`config.mk`:
```
export PLATFORM = sky130hd
export DESIGN_NAME = nibble_serial_adder
export DESIGN_NICKNAME = d
export VERILOG_FILES = /design/src/rtl/nibble_serial_adder_pkg.sv /design/src/rtl/carry_gen.sv /design/src/rtl/nibble_serial_adder_cla.sv /design/src/rtl/pgu.sv /design/src/rtl/nibble_serial_adder.sv
export SDC_FILE = /design/constraint.sdc
export NUM_CORES = 1
export LEC_CHECK = 0
export ABC_AREA = 0
export CORE_UTILIZATION = 53
export DETAILED_ROUTE_END_ITERATION = 8
export PLACE_DENSITY = 0.84
export SLEW_MARGIN = 25
export SYNTH_ARGS = -nofsm -noshare
export SYNTH_HDL_FRONTEND = slang
export SYNTH_SLANG_ARGS = --single-unit
```
`constraint.sdc`:
```
create_clock -name clk -period 8.6 [get_ports clk]
set_input_delay 2.15 -clock clk [delete_from_list [all_inputs] [get_ports clk]]
set_output_delay 2.15 -clock clk [all_outputs]
set_load 0.1 [all_outputs]
```
`src/rtl/nibble_serial_adder_pkg.sv`:
```
// Shared definitions for the nibble-serial adder: slice width, FSM states and
// the index-width helper.
package nibble_serial_adder_pkg;

  localparam int NIBBLE_W = 4;

  typedef enum logic [1:0] {
    IDLE = 2'd0,
    RUN  = 2'd1,
    DONE = 2'd2
  } state_e;

  // Index counter needs at least one bit even when there is a single slice.
  function automatic int idx_width(input int nibbles);
    return (nibbles <= 1) ? 1 : $clog2(nibbles);
  endfunction

endpackage

```
`src/rtl/carry_gen.sv`:
```
// Four-bit carry-lookahead generator; c[i] is the carry out of bit i.
module carry_gen (
  input  logic [3:0] p,
  input  logic [3:0] g,
  input  logic       cin,
  output logic [3:0] c
);

  assign c[0] = g[0] | (p[0] & cin);
  assign c[1] = g[1] | (p[1] & g[0]) | (p[1] & p[0] & cin);
  assign c[2] = g[2] | (p[2] & g[1]) | (p[2] & p[1] & g[0])
              | (p[2] & p[1] & p[0] & cin);
  assign c[3] = g[3] | (p[3] & g[2]) | (p[3] & p[2] & g[1])
              | (p[3] & p[2] & p[1] & g[0]) | (p[3] & p[2] & p[1] & p[0] & cin);

endmodule

```
`src/rtl/nibble_serial_adder_cla.sv`:
```
// Combinational 4-bit CLA slice (cla_nibble_slice): pgu + carry_gen + sum XOR.
import nibble_serial_adder_pkg::*;

module cla_nibble_slice (
  input  logic [NIBBLE_W-1:0] a4,
  input  logic [NIBBLE_W-1:0] b4,
  input  logic                cin,
  output logic [NIBBLE_W-1:0] s4,
  output logic [NIBBLE_W-1:0] c4,
  output logic                cout
);

  logic [NIBBLE_W-1:0] p;
  logic [NIBBLE_W-1:0] g;

  pgu u_pgu (
    .a (a4),
    .b (b4),
    .p (p),
    .g (g)
  );

  carry_gen u_carry_gen (
    .p   (p),
    .g   (g),
    .cin (cin),
    .c   (c4)
  );

  // Each sum bit sees the carry into its own position.
  assign s4   = p ^ {c4[NIBBLE_W-2:0], cin};
  assign cout = c4[NIBBLE_W-1];

endmodule

```
`src/rtl/pgu.sv`:
```
// Propagate/generate unit for one 4-bit slice.
module pgu (
  input  logic [3:0] a,
  input  logic [3:0] b,
  output logic [3:0] p,
  output logic [3:0] g
);

  assign p = a ^ b;
  assign g = a & b;

endmodule

```
`src/rtl/nibble_serial_adder.sv`:
```
// WIDTH-bit adder that resolves one 4-bit lookahead slice per clock.
// Define NIBBLE_SERIAL_ADDER_OVERFLOW_EN to add the two's-complement ovf output.
import nibble_serial_adder_pkg::*;

module nibble_serial_adder #(
  parameter int WIDTH = 16
) (
  input  logic             clk,
  input  logic             rst,
  input  logic             in_valid,
  output logic             in_ready,
  input  logic [WIDTH-1:0] a,
  input  logic [WIDTH-1:0] b,
  input  logic             cin,
  output logic [WIDTH-1:0] sum,
  output logic             cout,
  output logic             out_valid,
  input  logic             out_ready,
  output logic             busy
`ifdef NIBBLE_SERIAL_ADDER_OVERFLOW_EN
  ,
  output logic             ovf
`endif
);

  localparam int NIBBLES = WIDTH / NIBBLE_W;
  localparam int IW      = idx_width(NIBBLES);

  state_e           state_q, state_d;
  logic [WIDTH-1:0] a_q, a_d;
  logic [WIDTH-1:0] b_q, b_d;
  logic [WIDTH-1:0] sum_q, sum_d;
  logic             carry_q, carry_d;
  logic             cout_q, cout_d;
  logic [IW-1:0]    idx_q, idx_d;

  logic [NIBBLE_W-1:0] a_nib;
  logic [NIBBLE_W-1:0] b_nib;
  logic [NIBBLE_W-1:0] slice_s;
  logic [NIBBLE_W-1:0] slice_c;
  logic                slice_cout;
  logic                last_nib;

  always_comb begin
    a_nib = '0;
    b_nib = '0;
    for (int i = 0; i < NIBBLES; i++) begin
      if (idx_q == IW'(i)) begin
        a_nib = a_q[i*NIBBLE_W +: NIBBLE_W];
        b_nib = b_q[i*NIBBLE_W +: NIBBLE_W];
      end
    end
  end

  cla_nibble_slice u_slice (
    .a4   (a_nib),
    .b4   (b_nib),
    .cin  (carry_q),
    .s4   (slice_s),
    .c4   (slice_c),
    .cout (slice_cout)
  );

  assign last_nib = (idx_q == IW'(NIBBLES - 1));

`ifdef NIBBLE_SERIAL_ADDER_OVERFLOW_EN
  logic ovf_q, ovf_d;
`else
  logic unused_slice_c;
  assign unused_slice_c = ^slice_c;
`endif

  always_comb begin
    state_d = state_q;
    a_d     = a_q;
    b_d     = b_q;
    sum_d   = sum_q;
    carry_d = carry_q;
    cout_d  = cout_q;
    idx_d   = idx_q;
`ifdef NIBBLE_SERIAL_ADDER_OVERFLOW_EN
    ovf_d   = ovf_q;
`endif
    case (state_q)
      IDLE: begin
        if (in_valid) begin
          a_d     = a;
          b_d     = b;
          carry_d = cin;
          idx_d   = '0;
          sum_d   = '0;
          cout_d  = 1'b0;
`ifdef NIBBLE_SERIAL_ADDER_OVERFLOW_EN
          ovf_d   = 1'b0;
`endif
          state_d = RUN;
        end
      end
      RUN: begin
        for (int i = 0; i < NIBBLES; i++) begin
          if (idx_q == IW'(i)) sum_d[i*NIBBLE_W +: NIBBLE_W] = slice_s;
        end
        carry_d = slice_cout;
        // Index is held on the final slice so it never wraps mid-transaction.
        if (last_nib) begin
          cout_d  = slice_cout;
`ifdef NIBBLE_SERIAL_ADDER_OVERFLOW_EN
          ovf_d   = slice_c[NIBBLE_W-2] ^ slice_c[NIBBLE_W-1];
`endif
          state_d = DONE;
        end else begin
          idx_d = idx_q + IW'(1);
        end
      end
      DONE: begin
        if (out_ready) state_d = IDLE;
      end
      default: state_d = IDLE;
    endcase
  end

  always_ff @(posedge clk) begin
    if (rst) begin
      state_q <= IDLE;
      sum_q   <= '0;
      carry_q <= 1'b0;
      cout_q  <= 1'b0;
      idx_q   <= '0;
`ifdef NIBBLE_SERIAL_ADDER_OVERFLOW_EN
      ovf_q   <= 1'b0;
`endif
    end else begin
      state_q <= state_d;
      sum_q   <= sum_d;
      carry_q <= carry_d;
      cout_q  <= cout_d;
      idx_q   <= idx_d;
`ifdef NIBBLE_SERIAL_ADDER_OVERFLOW_EN
      ovf_q   <= ovf_d;
`endif
    end
  end

  // Operand registers only load at acceptance, so they carry no reset.
  always_ff @(posedge clk) begin
    a_q <= a_d;
    b_q <= b_d;
  end

  assign in_ready  = (state_q == IDLE);
  assign busy      = (state_q == RUN);
  assign out_valid = (state_q == DONE);
  assign sum       = sum_q;
  assign cout      = cout_q;
`ifdef NIBBLE_SERIAL_ADDER_OVERFLOW_EN
  assign ovf       = ovf_q;
`endif

endmodule
```
== Word-level counts from Yosys, hierarchy flattened ==
Index checks and enable logic that the tools add are counted.

* Flip-flop bits (word level): 54
* Bits of input ports: 37
* Output and inout port bits: 20
* Logic and storage cells: 89

* Add/subtract/negate cells: 1
* Equality and inequality tests: 12
* Muxes and demuxes: 26
* Bitwise logic cells: 29
* Reduce and logical (&&, ||, !) cells: 11

{| class="wikitable"
|+ Operator list
! operator !! number
|-
| $mux 4 || 12
|-
| $pmux 16 s2 || 1
|-
| $reduce_and 3->1 || 6
|-
| $and 1x1->1 || 16
|-
| $mux 16 || 1
|-
| $mux 2 || 5
|-
| $ne 2x1->1 const B || 5
|-
| $or 1x1->1 || 10
|-
| $xor 4x4->4 || 2
|-
| $eq 2x2->1 const B || 3
|-
| $pmux 2 s3 || 1
|-
| $and 4x4->4 || 1
|-
| $eq 2x1->1 const B || 2
|-
| $logic_not 2->1 || 2
|-
| $ne 2x2->1 const B || 2
|-
| $pmux 1 s2 || 2
|-
| $pmux 2 s2 || 1
|-
| $reduce_and 2->1 || 2
|-
| $mux 1 || 3
|-
| $add 2x1->2 const B || 1
|-
| $reduce_bool 2->1 || 1
|}

== Longest topological paths before layout ==
* Depth after elaboration: 13
* Mapped depth: 13
* Depth with buffers taken out: 11

== By module ==
A second synthesis with hierarchy kept.

* Cells, all modules: 183
* Area total of the unflattened synthesis: 2269.7 um^2

{| class="wikitable"
|+ Modules (own cells, without submodules)
! module !! times used !! cells each !! area each (um^2) !! seq. area each (um^2)
|-
| nibble_serial_adder || 1 || 169 || 2138.3 || 1401.3
|-
| pgu || 1 || 4 || 50.0 || 0.0
|-
| cla_nibble_slice || 1 || 5 || 42.5 || 0.0
|-
| carry_gen || 1 || 5 || 38.8 || 0.0
|}

== Worst setup path after synthesis ==
No wires, ideal clock.

* Path kind: input-to-reg
* Start: input in_valid
* End: register idx_q[1]
* Arrival: 4.101 ns
* Path slack: 4.371 ns
* Stages: 4
* Path buffers: 0
* Path through: nor3b_2 -> nor2_1 -> a22oi_1 -> nor2_1

* Cells in the longest elaborated chain, start to end: 2

{| class="wikitable"
|+ RTL lines
! item !! line !! RTL
|-
| from (decl) || nibble_serial_adder.sv:10 || <nowiki>input logic in_valid,</nowiki>
|-
| $ne 2x2->1 (no line) || - ||
|-
| $reduce_and 3->1 (no line) || - ||
|-
| to (signal assigned) || nibble_serial_adder.sv:137 || <nowiki>idx_q <= idx_d;</nowiki>
|-
| to (decl) || nibble_serial_adder.sv:35 || <nowiki>logic [IW-1:0] idx_q, idx_d;</nowiki>
|}

No other way between the ends.
A chain may end at the register's enable or synchronous reset.

== Worst setup path in the final report ==
* Start: register state_q[0]
* End: output busy

* Cells in the longest elaborated chain, start to end: 1

{| class="wikitable"
|+ RTL lines
! item !! line !! RTL
|-
| from (decl) || nibble_serial_adder.sv:29 || <nowiki>state_e state_q, state_d;</nowiki>
|-
| from (signal assigned) || nibble_serial_adder.sv:133 || <nowiki>state_q <= state_d;</nowiki>
|-
| $eq 2x1->1 || nibble_serial_adder.sv:151 || <nowiki>assign busy = (state_q == RUN);</nowiki>
|-
| to (decl) || nibble_serial_adder.sv:19 || <nowiki>output logic busy</nowiki>
|}

No other way between the ends.

==> flow_metrics.env <==
export IMPL_wire_per_inst_um=14.8
export IMPL_critPathArrivalTime_ns=2.34
export IMPL_numCtsBuffers=5
export IMPL_p_leak_nw=1.10
export IMPL_timing_setup_tns_ns=0
export IMPL_cap_violations=0
export IMPL_cts_setup_buffers=0
export IMPL_grt_pass1_wl_um=7710
export IMPL_ys_warn_count=0
export IMPL_h_tree_depth=2
export IMPL_met3_usage_pct=3.05
export IMPL_insertion_delay_ns=0.30
export IMPL_area_growth_pct=28.6
export IMPL_rows=24
export IMPL_fill_cells=331
export IMPL_ys_types=41
export IMPL_dp_final_hpwl_um=3160
export IMPL_power_density_nw_per_um2=198
export IMPL_drive_gt1_share_pct=6.18
export IMPL_clock_skew_final_ns=0.00689
export IMPL_endpoint="busy"
export IMPL_met2_usage_pct=37.6
export IMPL_core_um2=4350
export IMPL_period_needed_ns=4.49
export IMPL_firstDrtPassIters=4
export IMPL_drtIter0Drc=136
export IMPL_fmax_mhz=223
export IMPL_place_ws_ns=4.44
export IMPL_multi_input_area_um2=913
export IMPL_placed_cell_area_um2=2970
export IMPL_path_class="reg -> out"
export IMPL_reg2reg_slack_ns=5.51
export IMPL_ff2ff_path_depth=10
export IMPL_syn_inst=206
export IMPL_worstPathRequired_ns=6.45
export IMPL_stdcell_area_um2=3080
export IMPL_clk_pin_slew_ns=0.09
export IMPL_n_antenna_cell=0
export IMPL_timing_final_crit_share_pct=52.2
export IMPL_cts_tree="done"
export IMPL_clk_path_buf_depth=2
export IMPL_drc=0
export IMPL_layout_setup_ws_ns=4.11
export IMPL_grt_pass1_vias=1730
export IMPL_seq_area_frac_synth_pct=58.6
export IMPL_antenna_found_initial=0
export IMPL_regArea_um2=1400
export IMPL_status="finished clean"
export IMPL_r2r_end="sum[3]"
export IMPL_dieArea_um2=4790
export IMPL_finalHoldViolCount=0
export IMPL_fp_dieH_um=69.2
export IMPL_rsz0062_at_grt="false"
export IMPL_ys_flop_type="edfxtp_1"
export IMPL_avgSynthCellArea_um2=11.6
export IMPL_totalWireLength_um=4610
export IMPL_gr_usage_all_layers_pct=20.4
export IMPL_vias=1729
export IMPL_cts_sinks=54
export IMPL_syn_area_um2=2390
export IMPL_report_final_slew_viol_count=0
export IMPL_synth_fp_nets=253
export IMPL_peakVddDrop_v=0.000121
export IMPL_hold_class="reg -> reg"
export IMPL_synth_edff_count=32
export IMPL_grt_use_met1_pct=24.3
export IMPL_final_cells=311
export IMPL_crit_path_start_kind="flip-flop"
export IMPL_grt_ovfl_total=0
export IMPL_antenna_left=0
export IMPL_cts_hold_buffers=0
export IMPL_r2r_start="idx_q[0]"
export IMPL_finalSetupViolations=0
export IMPL_synth_async_reset_ratio_pct=0
export IMPL_top_usage_layer="met2"
export IMPL_portBuffers=56
export IMPL_viasPerCell=5.56
export IMPL_crit_path_end_kind="primary output"
export IMPL_initial_core_util_pct=54.9
export IMPL_cts_root_buf="clkbuf_8"
export IMPL_worstPathMaxFanout=15
export IMPL_place_congestion=0.782
export IMPL_post_cts_resized=0
export IMPL_crit_start="state_q[0]"
export IMPL_ys_ff_latch=54
export IMPL_max_slew_margin_pct=35.3
export IMPL_tightest_slew_ns=0.968
export IMPL_finish_net_count=305
export IMPL_fp_dieW_um=69.2
export IMPL_grt_max_degree=41
export IMPL_dp_cells=303
export IMPL_io_pins=57
[synthesized netlist by cell type (2+ instances only)]
| cell | n | area share (%) |
|---|---|---|
| ha_1 | 9 | 4.7 |
| o21ai_0 | 8 | 1.7 |
| nand2_1 | 17 | 2.7 |
| nor2b_1 | 9 | 2.4 |
| mux2_2 | 3 | 1.4 |
| inv_1 | 6 | 0.94 |
| xnor2_1 | 2 | 0.73 |
| edfxtp_1 | 32 | 40 |
| a21oi_1 | 18 | 3.8 |
| a221oi_1 | 4 | 1.5 |
| o31ai_1 | 2 | 0.63 |
| nor3_1 | 4 | 0.84 |
| clkbuf_1 | 5 | 0.78 |
| buf_2 | 4 | 0.84 |
| dfxtp_1 | 22 | 18 |
| nor2_1 | 14 | 2.2 |
| nand3b_1 | 5 | 1.6 |
| a32o_1 | 7 | 2.9 |
| a21o_1 | 5 | 1.6 |
| nand2b_1 | 4 | 1.0 |
| a22oi_1 | 5 | 1.6 |
| a21oi_2 | 2 | 0.73 |
[power breakdown]
part / total (W) / internal (W) / leakage (nW) / switching, W
Clock: 0.000163 / 0.0000871 / 0.0524 / 0.0000763
Combinational: 0.000147 / 0.0000559 / 0.567 / 0.0000912
Sequential: 0.000298 / 0.000291 / 0.485 / 0.00000746
Total: 0.000609 / 0.000434 / 1.10 / 0.000175
[layout by cell type, fill, tap and decap left out, types with 4 or more instances in the layout]
cell type,n
clkdlybuf4s50_1,56
ha_1,9
inv_1,6
a221oi_1,4
clkbuf_8,5
a21o_1,5
edfxtp_1,32
dfxtp_1,22
nand3b_1,5
nor2b_1,9
a32o_1,7
nor3_1,4
nand2b_1,4
o21ai_0,8
a22oi_1,5
a21oi_1,18
nor2_1,14
nand2_1,17
[logic make-up after synthesis]
family / count (synthesis) / synth area share (%)
AOI/OAI and AO/OA: 57 / 16.5
xor gates and xnor gates: 3 / 1.10
adders and majority gates: 10 / 5.54
buffers and inverters: 18 / 3.50
DFF: 54 / 58.6
muxes: 3 / 1.41
and+or+nand+nor: 61 / 13.4
[cell type report]
cell class | instances | share of cell area, %
Multi-Input combinational cell | 134 | 29.7
Timing Repair Buffer | 57 | 18.5
Inverter | 6 | 0.732
Sequential cell | 54 | 45.5
Tap cell | 52 | 2.11
Clock inverter | 1 | 0.976
Clock buffer | 7 | 2.48
[per-layer routing]
layer | up-vias | wire (µm)
met5 | - | 0
met4 | 0 | 45
met3 | 7 | 197
met2 | 53 | 2420
met1 | 813 | 1940
li1 | 856 | -
[worst min-delay path by stage]
| stage | startpoint | endpoint | slack, ns | cells past startpoint |
|---|---|---|---|---|
| after global placement | sum[2] | sum[2] | 0.45 | 1 |
| after detailed placement | sum[13] | sum[13] | 0.45 | 2 |
| after CTS | sum[5] | sum[5] | 0.47 | 2 |
| final | sum[5] | sum[5] | 0.47 | 2 |
| after global routing | cout | cout | 0.49 | 1 |
| after floorplan | idx_q[1] | idx_q[1] | 0.52 | 2 |
[through the flow]
step / power [W] / utilization (%) / hold WS, ns
final: 0.000609 / 70.7 / 0.466
after global routing: 0.000635 / 70.7 / 0.490
after floorplan: 0.000406 / - / 0.518
after CTS: 0.000612 / 70.7 / 0.468
after detailed placement: 0.000451 / 68.2 / 0.454
after global placement: 0.000446 / 68.2 / 0.448
[registers in the layout (all words and copies together) (netlist names)]
register  flops
cout          1
b_q          16
idx_q         2
a_q          16
state_q       2
sum          16
carry_q       1
[critical path, cell delays in order (launching register included)]
cell and delay (ns):
dfxtp_1 0.63, nand2b_2 0.17, inv_1 0.11, clkdlybuf4s50_1 1.13
No activity file was read; power rests on OpenSTA's default activity.
